[src/rtl/fell_mon_pkg.sv]
// Shared types and default sizing for the falling-edge monitor.
package fell_mon_pkg;

  localparam int FELL_CNT_W  = 16;
  localparam int FELL_GAP_W  = 8;
  localparam int FELL_PERIOD = 3;

  typedef enum logic [1:0] {
    IDLE  = 2'd0,
    ARM   = 2'd1,
    TRACK = 2'd2
  } fell_state_e;

endpackage

[src/rtl/sat_counter.sv]
// Saturating up-counter with synchronous clear and load (clear > load > inc).
module sat_counter #(
  parameter int W = 8
) (
  input  logic         clk,
  input  logic         rst_n,
  input  logic         clr,
  input  logic         load,
  input  logic [W-1:0] load_val,
  input  logic         inc,
  output logic [W-1:0] count
);

  always_ff @(posedge clk or negedge rst_n) begin
    if (!rst_n) begin
      count <= '0;
    end else if (clr) begin
      count <= '0;
    end else if (load) begin
      count <= load_val;
    end else if (inc && (count != '1)) begin
      count <= count + W'(1);
    end
  end

endmodule

[src/rtl/fell_monitor.sv]
// Registered 1->0 detector with event count, fall-to-fall spacing and period check.
//   state | meaning
//   IDLE  | disabled; gap counter held at 0, a_q still follows a
//   ARM   | waiting for the first fall; no spacing check yet
//   TRACK | gap counter running; each fall is checked against PERIOD
module fell_monitor
  import fell_mon_pkg::*;
#(
  parameter int CNT_W  = FELL_CNT_W,
  parameter int GAP_W  = FELL_GAP_W,
  parameter int PERIOD = FELL_PERIOD
) (
  input  logic             clk,
  input  logic             rst_n,
  input  logic             en,
  input  logic             a,
  input  logic             clr,
  output logic             fell_pulse,
  output logic [CNT_W-1:0] fell_count,
  output logic [GAP_W-1:0] last_gap,
  output logic             period_err,
  output logic [CNT_W-1:0] err_count,
  output logic             sticky_err
);

  localparam logic [GAP_W-1:0] PERIOD_G = GAP_W'(PERIOD);

  fell_state_e      state, state_nxt;
  logic             a_q;
  logic             fall;
  logic             fall_acc;
  logic             track_fall;
  logic             err_hit;
  logic             gap_clr;
  logic             gap_load;
  logic             gap_inc;
  logic [GAP_W-1:0] gap_cnt;

  assign fall = a_q & ~a;

  always_ff @(posedge clk or negedge rst_n) begin
    if (!rst_n) state <= IDLE;
    else        state <= state_nxt;
  end

  // en=0 wins over clr and fall; clr wins over fall.
  always_comb begin
    state_nxt  = state;
    fall_acc   = 1'b0;
    track_fall = 1'b0;
    err_hit    = 1'b0;
    gap_clr    = 1'b0;
    gap_load   = 1'b0;
    gap_inc    = 1'b0;
    case (state)
      IDLE: begin
        gap_clr = 1'b1;
        if (en) state_nxt = ARM;
      end
      ARM: begin
        if (!en) begin
          state_nxt = IDLE;
          gap_clr   = 1'b1;
        end else if (clr) begin
          gap_clr = 1'b1;
        end else if (fall) begin
          fall_acc  = 1'b1;
          gap_load  = 1'b1;
          state_nxt = TRACK;
        end
      end
      TRACK: begin
        if (!en) begin
          state_nxt = IDLE;
          gap_clr   = 1'b1;
        end else if (clr) begin
          gap_clr   = 1'b1;
          state_nxt = ARM;
        end else if (fall) begin
          fall_acc   = 1'b1;
          track_fall = 1'b1;
          gap_load   = 1'b1;
          err_hit    = (gap_cnt != PERIOD_G);
        end else begin
          gap_inc = 1'b1;
        end
      end
      default: begin
        state_nxt = IDLE;
        gap_clr   = 1'b1;
      end
    endcase
  end

  always_ff @(posedge clk or negedge rst_n) begin
    if (!rst_n) begin
      a_q        <= 1'b0;
      fell_pulse <= 1'b0;
      period_err <= 1'b0;
      sticky_err <= 1'b0;
      last_gap   <= '0;
    end else begin
      a_q        <= a;
      fell_pulse <= fall_acc;
      period_err <= err_hit;
      if (clr) begin
        sticky_err <= 1'b0;
        last_gap   <= '0;
      end else begin
        if (err_hit)    sticky_err <= 1'b1;
        if (track_fall) last_gap   <= gap_cnt;
      end
    end
  end

  sat_counter #(.W(GAP_W)) u_gap_cnt (
    .clk      (clk),
    .rst_n    (rst_n),
    .clr      (gap_clr),
    .load     (gap_load),
    .load_val (GAP_W'(1)),
    .inc      (gap_inc),
    .count    (gap_cnt)
  );

  sat_counter #(.W(CNT_W)) u_fell_cnt (
    .clk      (clk),
    .rst_n    (rst_n),
    .clr      (clr),
    .load     (1'b0),
    .load_val ('0),
    .inc      (fall_acc),
    .count    (fell_count)
  );

  sat_counter #(.W(CNT_W)) u_err_cnt (
    .clk      (clk),
    .rst_n    (rst_n),
    .clr      (clr),
    .load     (1'b0),
    .load_val ('0),
    .inc      (err_hit),
    .count    (err_count)
  );

endmodule
[config.mk]
export PLATFORM = sky130hd
export DESIGN_NAME = fell_monitor
export DESIGN_NICKNAME = d
export VERILOG_FILES = /design/src/rtl/fell_mon_pkg.sv /design/src/rtl/sat_counter.sv /design/src/rtl/fell_monitor.sv
export SDC_FILE = /design/constraint.sdc
export NUM_CORES = 1
export LEC_CHECK = 0
export BUFFER_PORTS_ARGS = -buffer_cell sky130_fd_sc_hd__buf_4
export CAP_MARGIN = 20
export CORE_UTILIZATION = 50
export CTS_BUF_LIST = sky130_fd_sc_hd__clkbuf_8
export DETAILED_ROUTE_END_ITERATION = 10
export PLACE_DENSITY = 0.81
export SYNTH_ARGS = -nofsm -noshare
export SYNTH_HDL_FRONTEND = slang
export SYNTH_HIERARCHICAL = 1
export SYNTH_SLANG_ARGS = --single-unit
[constraint.sdc]
create_clock -name clk -period 2.5 [get_ports clk]
set_input_delay 0.25 -clock clk [delete_from_list [all_inputs] [get_ports clk]]
set_output_delay 0.25 -clock clk [all_outputs]
set_load 0.05 [all_outputs]
# [Word-level counts from Yosys, hierarchy flattened]
# Index checks and enable logic that the tools add are counted.
# W data, S select, Z words.
[totals] regBits=54 wordCells=69
[classes] add_sub_neg=3 eq_ne=10 n_mux=34 bitwise_logic=2 reduce_logical=11
[op_table] operator="$mux W16" n=4
[op_table] operator="$mux W8" n=5
[op_table] operator="$add A16 B1 Y16 const B" n=2
[op_table] operator="$ne A16 B16 Y1 const B" n=2
[op_table] operator="$mux W1" n=18
[op_table] operator="$mux W2" n=6
[op_table] operator="$ne A3 B3 Y1 const B" n=3
[op_table] operator="$add A8 B1 Y8 const B" n=1
[op_table] operator="$ne A8 B2 Y1 const B" n=1
[op_table] operator="$ne A8 B8 Y1 const B" n=1
[op_table] operator="$reduce_bool A2 Y1" n=4
[op_table] operator="$pmux W2 S3" n=1
[op_table] operator="$reduce_and A4 Y1" n=1
[op_table] operator="$logic_and A1 B1 Y1" n=3
[op_table] operator="$reduce_bool A3 Y1" n=1
[op_table] operator="$eq A2 B1 Y1 const B" n=1
[op_table] operator="$eq A2 B2 Y1 const B" n=1
[op_table] operator="$logic_not A2 Y1" n=1
[op_table] operator="$ne A2 B2 Y1 const B" n=1
[op_table] operator="$reduce_or A2 Y1" n=1
[op_table] operator="$and A1 B1 Y1" n=1
[op_table] operator="$not A1 Y1" n=1

# [Depth between registers and ports, before layout]
# Gate-level depths: netlist (run 1).
[depth] word_depth=10 ltp_mapped=11 ltp_nobuf=9

# [Cells and area by module]
# The synthesis (run 1) kept the hierarchy.
[modules_own_cells] module="sat_counter (u_err_cnt ...)" n_inst=2 cells_each=124 area_each_um2=1111.1 seq_area_each_um2=400.4
[modules_own_cells] module="fell_monitor" n_inst=1 cells_each=72 area_each_um2=711.9 seq_area_each_um2=350.3
[modules_own_cells] module="sat_counter (u_gap_cnt)" n_inst=1 cells_each=57 area_each_um2=538.0 seq_area_each_um2=200.2

# [Worst setup path after synthesis (run 1)]
# Ideal clock, no wire load.
[synth_path] path_type="register to register" from="reg state[0]" to="reg u_err_cnt.count[14]" setup_time_ns=0.122 t_arrival_ns=2.216 required_ns=2.378 path_slack_ns=0.162 stages_incl_launch_ff=11 period_less_slack_ns=2.338 cell_sequence="dfrtp_1 > inv_1 > ha_1 > and3b_1 > buf_2 > o211ai_2 > inv_1 > nand4_1 > or4_1 > o21a_1 > a2111oi_1"
[synth_via] elab_chain_cells=4
[synth_lines] item="start, declared" line="fell_monitor.sv:28" rtl="fell_state_e state, state_nxt;"
[synth_lines] item="start signal, assigned" line="fell_monitor.sv:43" rtl="else state <= state_nxt;"
[synth_lines] item="$eq A2 B2 Y1" line="fell_monitor.sv:55" rtl="case (state)"
[synth_lines] item="$mux W1" line="fell_monitor.sv:55"
[synth_lines] item="net err_hit" line="fell_monitor.sv:33" rtl="logic err_hit;"
[synth_lines] item="$logic_and A1 B1 Y1" line="sat_counter.sv:21" rtl="end else if (inc && (count != '1)) begin"
[synth_lines] item="$reduce_bool A2 Y1 (no line)"
[synth_lines] item="end signal, assigned" line="sat_counter.sv:20" rtl="count <= load_val;"
[synth_lines] item="end signal, assigned" line="sat_counter.sv:22" rtl="count <= count + W'(1);"
[synth_lines] item="end, declared" line="sat_counter.sv:11" rtl="output logic [W-1:0] count"
# The timed path passes the listed nets, and every way through them passes these cells.
# A chain may end at the register's enable or synchronous reset.

# [Final worst setup path (run 1)]
[layout_path] from="reg state[0]" to="reg u_err_cnt.count[10]"
# Same word-level chain as after synthesis.

==> results of run 1 <==
-- power groups by stage --
stage / registers (mW) / logic (mW) / clock network (mW)
after CTS: 1.00 / 0.493 / 0.604
after floorplan: 1.13 / 0.220 / 0
after global placement: 1.02 / 0.471 / 0
after global routing: 1.01 / 0.542 / 0.631
final: 1.00 / 0.498 / 0.589
after detailed placement: 1.02 / 0.492 / 0
-- path summary, 6_finish.rpt --
check,start,endpoint,slack [ps]
max,state[0],u_err_cnt/count[10],140
min,rst_n,u_err_cnt/count[3],-20
max reg2reg,state[0],u_err_cnt/count[10],140
min reg2reg,last_gap[0],last_gap[0],530
max in group asynchronous,rst_n,u_err_cnt/count[10],2050
min in group clk,a,a_q,70
-- cells by family (layout without fill, tap and decap cells) --
family | Yosys count | count (layout) | share of synthesized area (%)
AO/OA/AOI/OAI | 91 | 91 | 19.2
XOR/XNOR | 4 | 4 | 1.01
adder cells (fa/ha/maj) | 7 | 7 | 2.52
buffers and inverters | 35 | 89 | 4.04
flip-flops | 54 | 54 | 38.9
multiplexers | 5 | 5 | 1.55
other | 2 | 50 | 0.216
AND/OR/NAND/NOR | 179 | 179 | 32.5
-- worst max-delay path, delay by kind of cell (launching register included) --
kind                       cells  cell delay (ps)
AOI/OAI and AO/OA              2              380
and+or+nand+nor                4             1090
adders and majority gates      1              190
DFF                            1              420
buffers and inverters          2              190
-- layout make-up --
cell class | instances | area (sq um) | area share (%)
Clock inverter | 3 | 40.0 | 0.936
Clock buffer | 5 | 68.8 | 1.61
Inverter | 18 | 67.6 | 1.58
Timing Repair Buffer | 63 | 473 | 11.1
Sequential cell | 54 | 1350 | 31.6
Tap cell | 80 | 100 | 2.34
Multi-Input combinational cell | 336 | 2180 | 50.9
-- registers in the layout, summed over array words and instances (netlist names) --
name / flops
u_gap_cnt/count: 8
a_q: 1
u_err_cnt/count: 16
fell_pulse: 1
u_fell_cnt/count: 16
state: 2
sticky_err: 1
last_gap: 8
period_err: 1
-- stage by stage --
step / util, % / setup TNS (ps)
6_report: 63.3 / 0
5_1_grt: 63.3 / -53.0
4_1_cts: 63.0 / 0
3_5_place_dp: 61.4 / 0
3_3_place_gp: 61.4 / 0
2_1_floorplan: - / 0
-- routing by layer --
metal,global-route usage (%),vias up,part of all wire (%)
li1,-,1602,-
met1,31.6,1586,45
met2,42.9,84,51
met3,3.60,4,4.2
met4,5.15,0,0.31
met5,0,-,0
-- layout by cell type (no fill, tap or decap), drive strengths merged, types with 3 or more instances in the layout --
| cell type | instances |
|---|---|
| o21ai | 27 |
| or4 | 9 |
| a211oi | 4 |
| or3 | 14 |
| o21bai | 4 |
| buf | 63 |
| o211ai | 5 |
| nor4b | 5 |
| nand2b | 9 |
| nor2 | 34 |
| and4 | 9 |
| nand4 | 19 |
| nand3 | 23 |
| nand4b | 3 |
| ha | 7 |
| mux2 | 3 |
| nor4 | 10 |
| nand3b | 5 |
| clkbuf | 5 |
| a21oi | 11 |
| a2111oi | 7 |
| dfrtp | 54 |
| o31ai | 4 |
| nor3b | 5 |
| nand2 | 23 |
| a31oi | 4 |
| inv | 18 |
| a311oi | 12 |
| conb | 50 |
-- synth_stat cells, types with 3 or more instances --
cell type  instances  area, sq um
a2111oi_1          3         30.0
a2111oi_2          4         60.1
a211oi_1           3         22.5
a21oi_1           11         55.1
a311oi_1          12          105
a31oi_1            4         25.0
and4_1             9         78.8
buf_2              7         35.0
clkbuf_1           9         33.8
dfrtp_1           54         1350
ha_1               7         87.6
inv_1             16         60.1
nand2_1           23         86.3
nand2b_1           9         56.3
nand3_1           23          115
nand3b_1           5         37.5
nand4_1           14         87.6
nand4_4            4         85.1
nand4b_1           3         26.3
nor2_1            34          128
nor3b_1            5         37.5
nor4_1             8         50.1
nor4b_1            5         43.8
o211ai_1           4         30.0
o21ai_0            7         35.0
o21ai_1           20          100
o21bai_1           4         30.0
o31ai_1            4         30.0
or3_1             14         87.6
or4_1              8         60.1
-- what timing repair did --
item	CTS	global route
resized for setup	0	3
setup buffers	0	1
endpoints found under the setup margin	0	6
==> flow_metrics.env, run 1 <==
export IMPL_setup_viol=0
export IMPL_clk_latency_ps=310
export IMPL_path_class="reg -> reg"
export IMPL_finalCriticalPeriod_ps=2360
export IMPL_cts_root_buffer="clkbuf_8"
export IMPL_cap_violations=0
export IMPL_synth_flop_cell="dfrtp_1"
export IMPL_ff2ff_path_depth=9
export IMPL_violations="hold timing"
export IMPL_dieHeight_um=85.3
export IMPL_clkPwrFrac_pct=28.2
export IMPL_timing_hold_ws_ps=-20.8
export IMPL_grt_pass1_vias=3118
export IMPL_first_pass_iters=4
export IMPL_cp_arrival_ps=2570
export IMPL_vdd_ir_drop_max_uv=291
export IMPL_required_ps=2710
export IMPL_grt_usage_pct=24.3
export IMPL_status="finished with violations"
export IMPL_layout_nets=490
export IMPL_fin_ws_ps=137
export IMPL_synthDistinctLibCells=59
export IMPL_slew_headroom_pct=49.0
export IMPL_hold_viol=19
export IMPL_worstSetupEndpointType="flop"
export IMPL_max_freq_ghz=0.423
export IMPL_cp_slowest_cell="or4_1"
export IMPL_area_growth_pct=23.2
export IMPL_cts_tree="built"
export IMPL_gp_congestion=0.874
export IMPL_core_rowCount=30
export IMPL_combPwrFrac_pct=23.8
export IMPL_stdcell_area_sq_um=4280
export IMPL_clk_pin_slew_worst_paths_ps=100
export IMPL_ant_nets=0
export IMPL_rsz0062_at_grt="true"
export IMPL_syn_inst=377
export IMPL_routed_via_density=5.86
export IMPL_p_per_area_nw_per_um2=489
export IMPL_power_leakage_nw=1.83
export IMPL_die_area_sq_um=7280
export IMPL_pre_cts_ws_ps=143
export IMPL_placed_cell_area_sq_um=4150
export IMPL_p_sw_uw=701
export IMPL_grt_pass1_wl_mm=14.4
export IMPL_hp_class="in -> async"
export IMPL_drc=0
export IMPL_cts_hold_fix_buffers=0
export IMPL_antenna_found_initial=0
export IMPL_worstPathCellList="inv_1, ha_1, and3b_1, o211ai_2, inv_1, nand4_1, or2_4, or4_1, a311oi_2"
export IMPL_design_core_area_sq_um=6760
export IMPL_maxSlewViolCount=0
export IMPL_start_util_pct=51.4
export IMPL_wl_per_cell_um=15.2
export IMPL_synth_area_per_cell_sq_um=9.21
export IMPL_grt_max_degree=55
export IMPL_wl_mm=8.51
export IMPL_p_int_mw=1.39
export IMPL_synth_seq_area_share_pct=38.9
export IMPL_grt_ovfl_total=0
export IMPL_ys_seq_elements=54
export IMPL_cpMostUsedCell="inv_1"
export IMPL_cts_buffers=5
export IMPL_antenna_cells=0
export IMPL_yosys_warnings=6
export IMPL_num_io_pins=48
export IMPL_synth_edf_count=0
export IMPL_start_kind="flop"
export IMPL_power_mw=2.09
export IMPL_die_w_um=85.3
export IMPL_num_vias=3276
export IMPL_worstMarginPinSlew_ps=758
export IMPL_async_reset_ff_share_pct=100
export IMPL_clock_path_buffers=2
export IMPL_max_stage_delay_ps=440
export IMPL_skew_ps=4.00
export IMPL_num_fill_cells=552
export IMPL_cts_num_sinks=54
export IMPL_htreeDepth=2
export IMPL_drive_gt1_share_pct=19.2
export IMPL_switching_share_pct=33.5
export IMPL_stdcell_count=559
export IMPL_drtIter0Drc=185
export IMPL_p_seq_share_pct=48.0
export IMPL_syn_area_sq_um=3470
export IMPL_hpwl_mm=5.96
export IMPL_port_buffers=47
export IMPL_dp_cells=550
export IMPL_critPathMaxFanout=6
export IMPL_period_share_pct=94.5
Power figures use the tool's default switching activity.
==> inputs of run 2 (changes only) <==
--- a/config.mk
+++ b/config.mk
@@ -7,10 +7,10 @@
 export LEC_CHECK = 0
 export BUFFER_PORTS_ARGS = -buffer_cell sky130_fd_sc_hd__buf_4
 export CAP_MARGIN = 20
-export CORE_UTILIZATION = 50
+export CORE_UTILIZATION = 54
 export CTS_BUF_LIST = sky130_fd_sc_hd__clkbuf_8
 export DETAILED_ROUTE_END_ITERATION = 10
-export PLACE_DENSITY = 0.81
+export PLACE_DENSITY = 0.82
 export SYNTH_ARGS = -nofsm -noshare
 export SYNTH_HDL_FRONTEND = slang
 export SYNTH_HIERARCHICAL = 1
==> flow_metrics.env, run 2 (synthesis gave the netlist of run 1 again) <==
export IMPL_combPwrFrac_pct=25.5
export IMPL_violations="hold timing"
export IMPL_wl_mm=8.76
export IMPL_num_fill_cells=491
export IMPL_critPathMaxFanout=6
export IMPL_route_met2_wl_mm=4.51
export IMPL_timing_hold_ws_ps=-32.2
export IMPL_layout_commonest_cell="buf_4"
export IMPL_gp_congestion=0.874
export IMPL_hp_class="in -> async"
export IMPL_first_pass_iters=4
export IMPL_grt_max_degree=55
export IMPL_top_layer="met4"
export IMPL_clock_path_buffers=2
export IMPL_p_sw_uw=701
export IMPL_wl_per_cell_um=15.8
export IMPL_htreeDepth=2
export IMPL_met1Wirelength_mm=3.72
export IMPL_routed_via_density=6.05
export IMPL_num_io_pins=48
export IMPL_start_util_pct=57.3
export IMPL_design_core_area_sq_um=6060
export IMPL_die_area_sq_um=6750
export IMPL_slew_headroom_pct=48.3
export IMPL_start_kind="flop"
export IMPL_drc=0
export IMPL_area_growth_pct=22.7
export IMPL_reg_top3="u_err_cnt/count (16), u_fell_cnt/count (16)"
export IMPL_die_w_um=82.2
export IMPL_core_rowCount=28
export IMPL_cts_buffers=5
export IMPL_status="finished with violations"
export IMPL_wl_met3_um=422
export IMPL_skew_ps=4.84
export IMPL_layout_common_cells="buf_4 (63), dfrtp_1 (54), conb_1 (50)"
export IMPL_grt_pass1_wl_mm=14.7
export IMPL_grt_usage_pct=28.1
export IMPL_antenna_found_initial=0
export IMPL_maxSlewViolCount=0
export IMPL_worstSetupEndpointType="flop"
export IMPL_power_leakage_nw=1.82
export IMPL_finalCriticalPeriod_ps=2340
export IMPL_port_buffers=47
export IMPL_ant_nets=0
export IMPL_required_ps=2720
export IMPL_cts_tree="built"
export IMPL_rsz0062_at_grt="false"
export IMPL_cp_arrival_ps=2560
export IMPL_clkPwrFrac_pct=24.9
export IMPL_clk_pin_slew_worst_paths_ps=100
export IMPL_power_mw=2.03
export IMPL_num_vias=3350
export IMPL_dieHeight_um=82.2
export IMPL_grt_pass1_vias=3232
export IMPL_path_class="reg -> reg"
export IMPL_fin_setup_tns_ps=0
export IMPL_p_per_area_nw_per_um2=476
export IMPL_cts_hold_fix_buffers=0
export IMPL_max_freq_ghz=0.427
export IMPL_p_seq_share_pct=49.6
export IMPL_worstMarginPinSlew_ps=769
export IMPL_layout_nets=490
export IMPL_vdd_ir_drop_max_uv=337
export IMPL_p_int_mw=1.32
export IMPL_register_area_sq_um=1350
export IMPL_hold_viol=38
export IMPL_switching_share_pct=34.6
export IMPL_drive_gt1_share_pct=19.4
export IMPL_antenna_cells=0
export IMPL_setup_viol=0
export IMPL_cap_violations=0
export IMPL_grt_ovfl_total=0
export IMPL_ff2ff_path_depth=9
export IMPL_cts_num_sinks=54
export IMPL_drtIter0Drc=202
export IMPL_hpwl_mm=6.25
export IMPL_cts_root_buffer="clkbuf_8"
export IMPL_clk_latency_ps=310
export IMPL_period_share_pct=93.7
export IMPL_multi_input_area_sq_um=2180
==> run 2: critical path, stage by stage, from the launching register on <==
cell,delay (ps)
dfrtp_1,410
inv_1,100
ha_1,200
and3b_1,230
o211ai_2,110
inv_1,90
nand4_1,140
or2_1,300
or4_1,420
a311oi_1,260
==> run 2: final cells by class <==
cell class | instances | area share [%]
clock inverter | 2 | 0.206
clock buffer | 6 | 1.94
tap | 75 | 2.20
sequential | 54 | 31.7
inverter | 18 | 1.59
timing repair buffer | 63 | 11.1
multi-input combinational | 336 | 51.2
==> run 2: worst paths after layout <==
path	startpoint	end	slack [ps]
min in group clk	a	a_q	80
worst min register to register	last_gap[0]	last_gap[0]	550
worst min-delay path	rst_n	u_err_cnt/count[8]	-30
worst max-delay path	state[0]	u_err_cnt/count[10]	160
worst max register to register	state[0]	u_err_cnt/count[10]	160
max in group asynchronous	rst_n	u_fell_cnt/count[4]	2060
==> run 2: per-stage QoR <==
stage / hold WS [ps] / cell area, sq um / setup slack [ps] / utilization (%) / std cells
2_1_floorplan: -45.6 / 3650 / 162 / - / 425
3_3_place_gp: 344 / 4130 / 304 / 68.2 / 544
3_5_place_dp: 345 / 4130 / 147 / 68.2 / 544
4_1_cts: 12.8 / 4220 / 120 / 69.7 / 552
5_1_grt: 38.2 / 4260 / 5.59 / 70.3 / 554
6_report: -32.2 / 4260 / 156 / 70.3 / 554
==> run 2: what timing repair did <==
action	CTS	global route
resized for setup	0	5
buffers inserted	0	2
endpoints found under the setup margin	0	4
==> run 2: per-layer routing <==
metal,vias up,GRT usage [%]
met5,-,0
met4,0,8.95
met3,14,4.51
met2,98,48.8
met1,1634,35.6
li1,1604,-
==> run 2: power by group through the flow <==
stage	clock, mW	combinational (mW)	sequential [mW]
global placement	0	0.472	1.02
detailed placement	0	0.490	1.02
global route	0.545	0.566	1.01
finish	0.504	0.517	1.00
CTS	0.517	0.491	1.01
floorplan	0	0.220	1.13
==> inputs of run 3 (changes only) <==
--- a/config.mk
+++ b/config.mk
@@ -9,6 +9,7 @@
 export CAP_MARGIN = 20
 export CORE_UTILIZATION = 54
 export CTS_BUF_LIST = sky130_fd_sc_hd__clkbuf_8
+export CTS_CLUSTER_SIZE = 24
 export DETAILED_ROUTE_END_ITERATION = 10
 export PLACE_DENSITY = 0.82
 export SYNTH_ARGS = -nofsm -noshare
==> constraint.sdc (replaced) <==
create_clock -name clk -period 3 [get_ports clk]
set_input_delay 0.3 -clock clk [delete_from_list [all_inputs] [get_ports clk]]
set_output_delay 0.3 -clock clk [all_outputs]
set_load 0.05 [all_outputs]
==> flow_metrics.env, run 3 (synthesis gave the netlist of run 1 again) <==
export IMPL_status="complete, no violations"
export IMPL_ff2ff_path_depth=9
export IMPL_drive_gt1_share_pct=16.5
export IMPL_grt_pass1_vias=3015
export IMPL_layout_nets=479
export IMPL_routed_via_density=6.03
export IMPL_grt_usage_pct=26.9
export IMPL_rsz0062_at_grt="false"
export IMPL_skew_ps=6.40
export IMPL_cts_tree="built"
export IMPL_die_w_um=82.2
export IMPL_met1Wirelength_mm=3.81
export IMPL_cts_setup_buffers=0
export IMPL_ant_nets=0
export IMPL_wl_met3_um=388
export IMPL_cap_violations=0
export IMPL_grt_pass1_wl_mm=13.9
export IMPL_antenna_cells=0
export IMPL_area_growth_pct=19.7
export IMPL_path_class="reg -> reg"
export IMPL_cts_root_buffer="clkbuf_8"
export IMPL_period_share_pct=90.3
export IMPL_route_met2_wl_mm=4.34
export IMPL_htreeDepth=2
export IMPL_clk_latency_ps=310
export IMPL_drtIter0Drc=202
export IMPL_ctsResizeCount=0
export IMPL_endpoint="u_err_cnt/count[14]"
export IMPL_required_ps=3180
export IMPL_finalCriticalPeriod_ps=2710
export IMPL_num_io_pins=48
export IMPL_num_vias=3274
export IMPL_cts_hold_fix_buffers=0
export IMPL_dieHeight_um=82.2
export IMPL_stdcell_area_sq_um=4160
export IMPL_fin_setup_tns_ps=0
export IMPL_layout_commonest_cell="dfrtp_1"
export IMPL_placed_cell_area_sq_um=4060
export IMPL_r2r_start="state[0]"
export IMPL_critPathMaxFanout=9
export IMPL_reg_top3="u_err_cnt/count (16), u_fell_cnt/count (16)"
export IMPL_worstSetupEndpointType="flop"
export IMPL_worstMarginPinSlew_ps=882
export IMPL_slew_headroom_pct=40.7
export IMPL_cts_buffers=5
export IMPL_top_layer="met4"
export IMPL_design_core_area_sq_um=6060
export IMPL_clock_path_buffers=2
export IMPL_first_pass_iters=4
export IMPL_layout_common_cells="dfrtp_1 (54), buf_4 (52), conb_1 (50)"
export IMPL_num_fill_cells=494
export IMPL_p_per_area_nw_per_um2=402
export IMPL_wl_mm=8.63
export IMPL_drc=0
export IMPL_vdd_ir_drop_max_uv=247
export IMPL_final_util_pct=68.6
export IMPL_die_area_sq_um=6750
export IMPL_cts_num_sinks=54
export IMPL_hold_viol=0
export IMPL_wl_per_cell_um=15.9
export IMPL_antenna_found_initial=0
export IMPL_core_rowCount=28
export IMPL_setup_viol=0
export IMPL_timing_rr_end="u_err_cnt/count[14]"
export IMPL_gp_congestion=0.875
export IMPL_start_kind="flop"
export IMPL_hp_class="in -> async"
export IMPL_hpwl_mm=6.06
export IMPL_reg2reg_slack_ps=290
export IMPL_cp_startpoint="state[0]"
export IMPL_maxSlewViolCount=0
export IMPL_grt_ovfl_total=0
export IMPL_multi_input_area_sq_um=2160
export IMPL_register_area_sq_um=1350
export IMPL_port_buffers=47
export IMPL_power_leakage_nw=1.76
export IMPL_clk_pin_slew_worst_paths_ps=100
export IMPL_max_freq_ghz=0.369
export IMPL_grt_max_degree=55
export IMPL_cp_arrival_ps=2890
export IMPL_start_util_pct=57.3
[run 3: report_power, final]
group	switching (mW)	internal (mW)	total, mW
Clock	0.240	0.184	0.424
Sequential	0.0687	0.770	0.839
Combinational	0.271	0.137	0.408
[run 3: worst min path at each step]
stage	startpoint	endpoint	slack [ps]
6_report	rst_n	u_err_cnt/count[11]	40
3_5_place_dp	rst_n	u_err_cnt/count[9]	390
5_1_grt	rst_n	last_gap[2]	90
2_1_floorplan	rst_n	a_q	4
3_3_place_gp	rst_n	u_err_cnt/count[9]	390
4_1_cts	rst_n	u_err_cnt/count[11]	50
[run 3: metal layers]
metal  GRT usage [%]  vias up
met5               0        -
met4            9.30        0
met3            3.19       12
met2            44.9       92
met1            36.2     1582
li1                -     1588
[run 3: critical path: stages, from the launching register on]
cell	delay, ps
dfrtp_1	430
inv_1	90
ha_1	190
and3b_1	360
o211ai_2	140
inv_1	90
nand4_1	210
or4_1	510
o21a_1	190
a2111oi_1	350
[run 3: area by class of cell]
type	count	share of cell area (%)
Sequential cell	54	32.5
Clock inverter	2	0.211
Timing Repair Buffer	52	9.39
Inverter	18	1.63
Tap cell	75	2.26
Multi-Input combinational cell	336	52.0
Clock buffer	6	1.99
[run 3: metrics by stage]
stage                     setup slack [ps]  hold slack, ps  total power, mW  instances
final                                  292            36.5             1.67        543
after global routing                  60.8            85.7             1.75        543
after CTS                              318            51.7             1.67        543
after detailed placement               335             388             1.25        535
after global placement                 523             390             1.23        535
after floorplan                        662            4.41             1.13        425
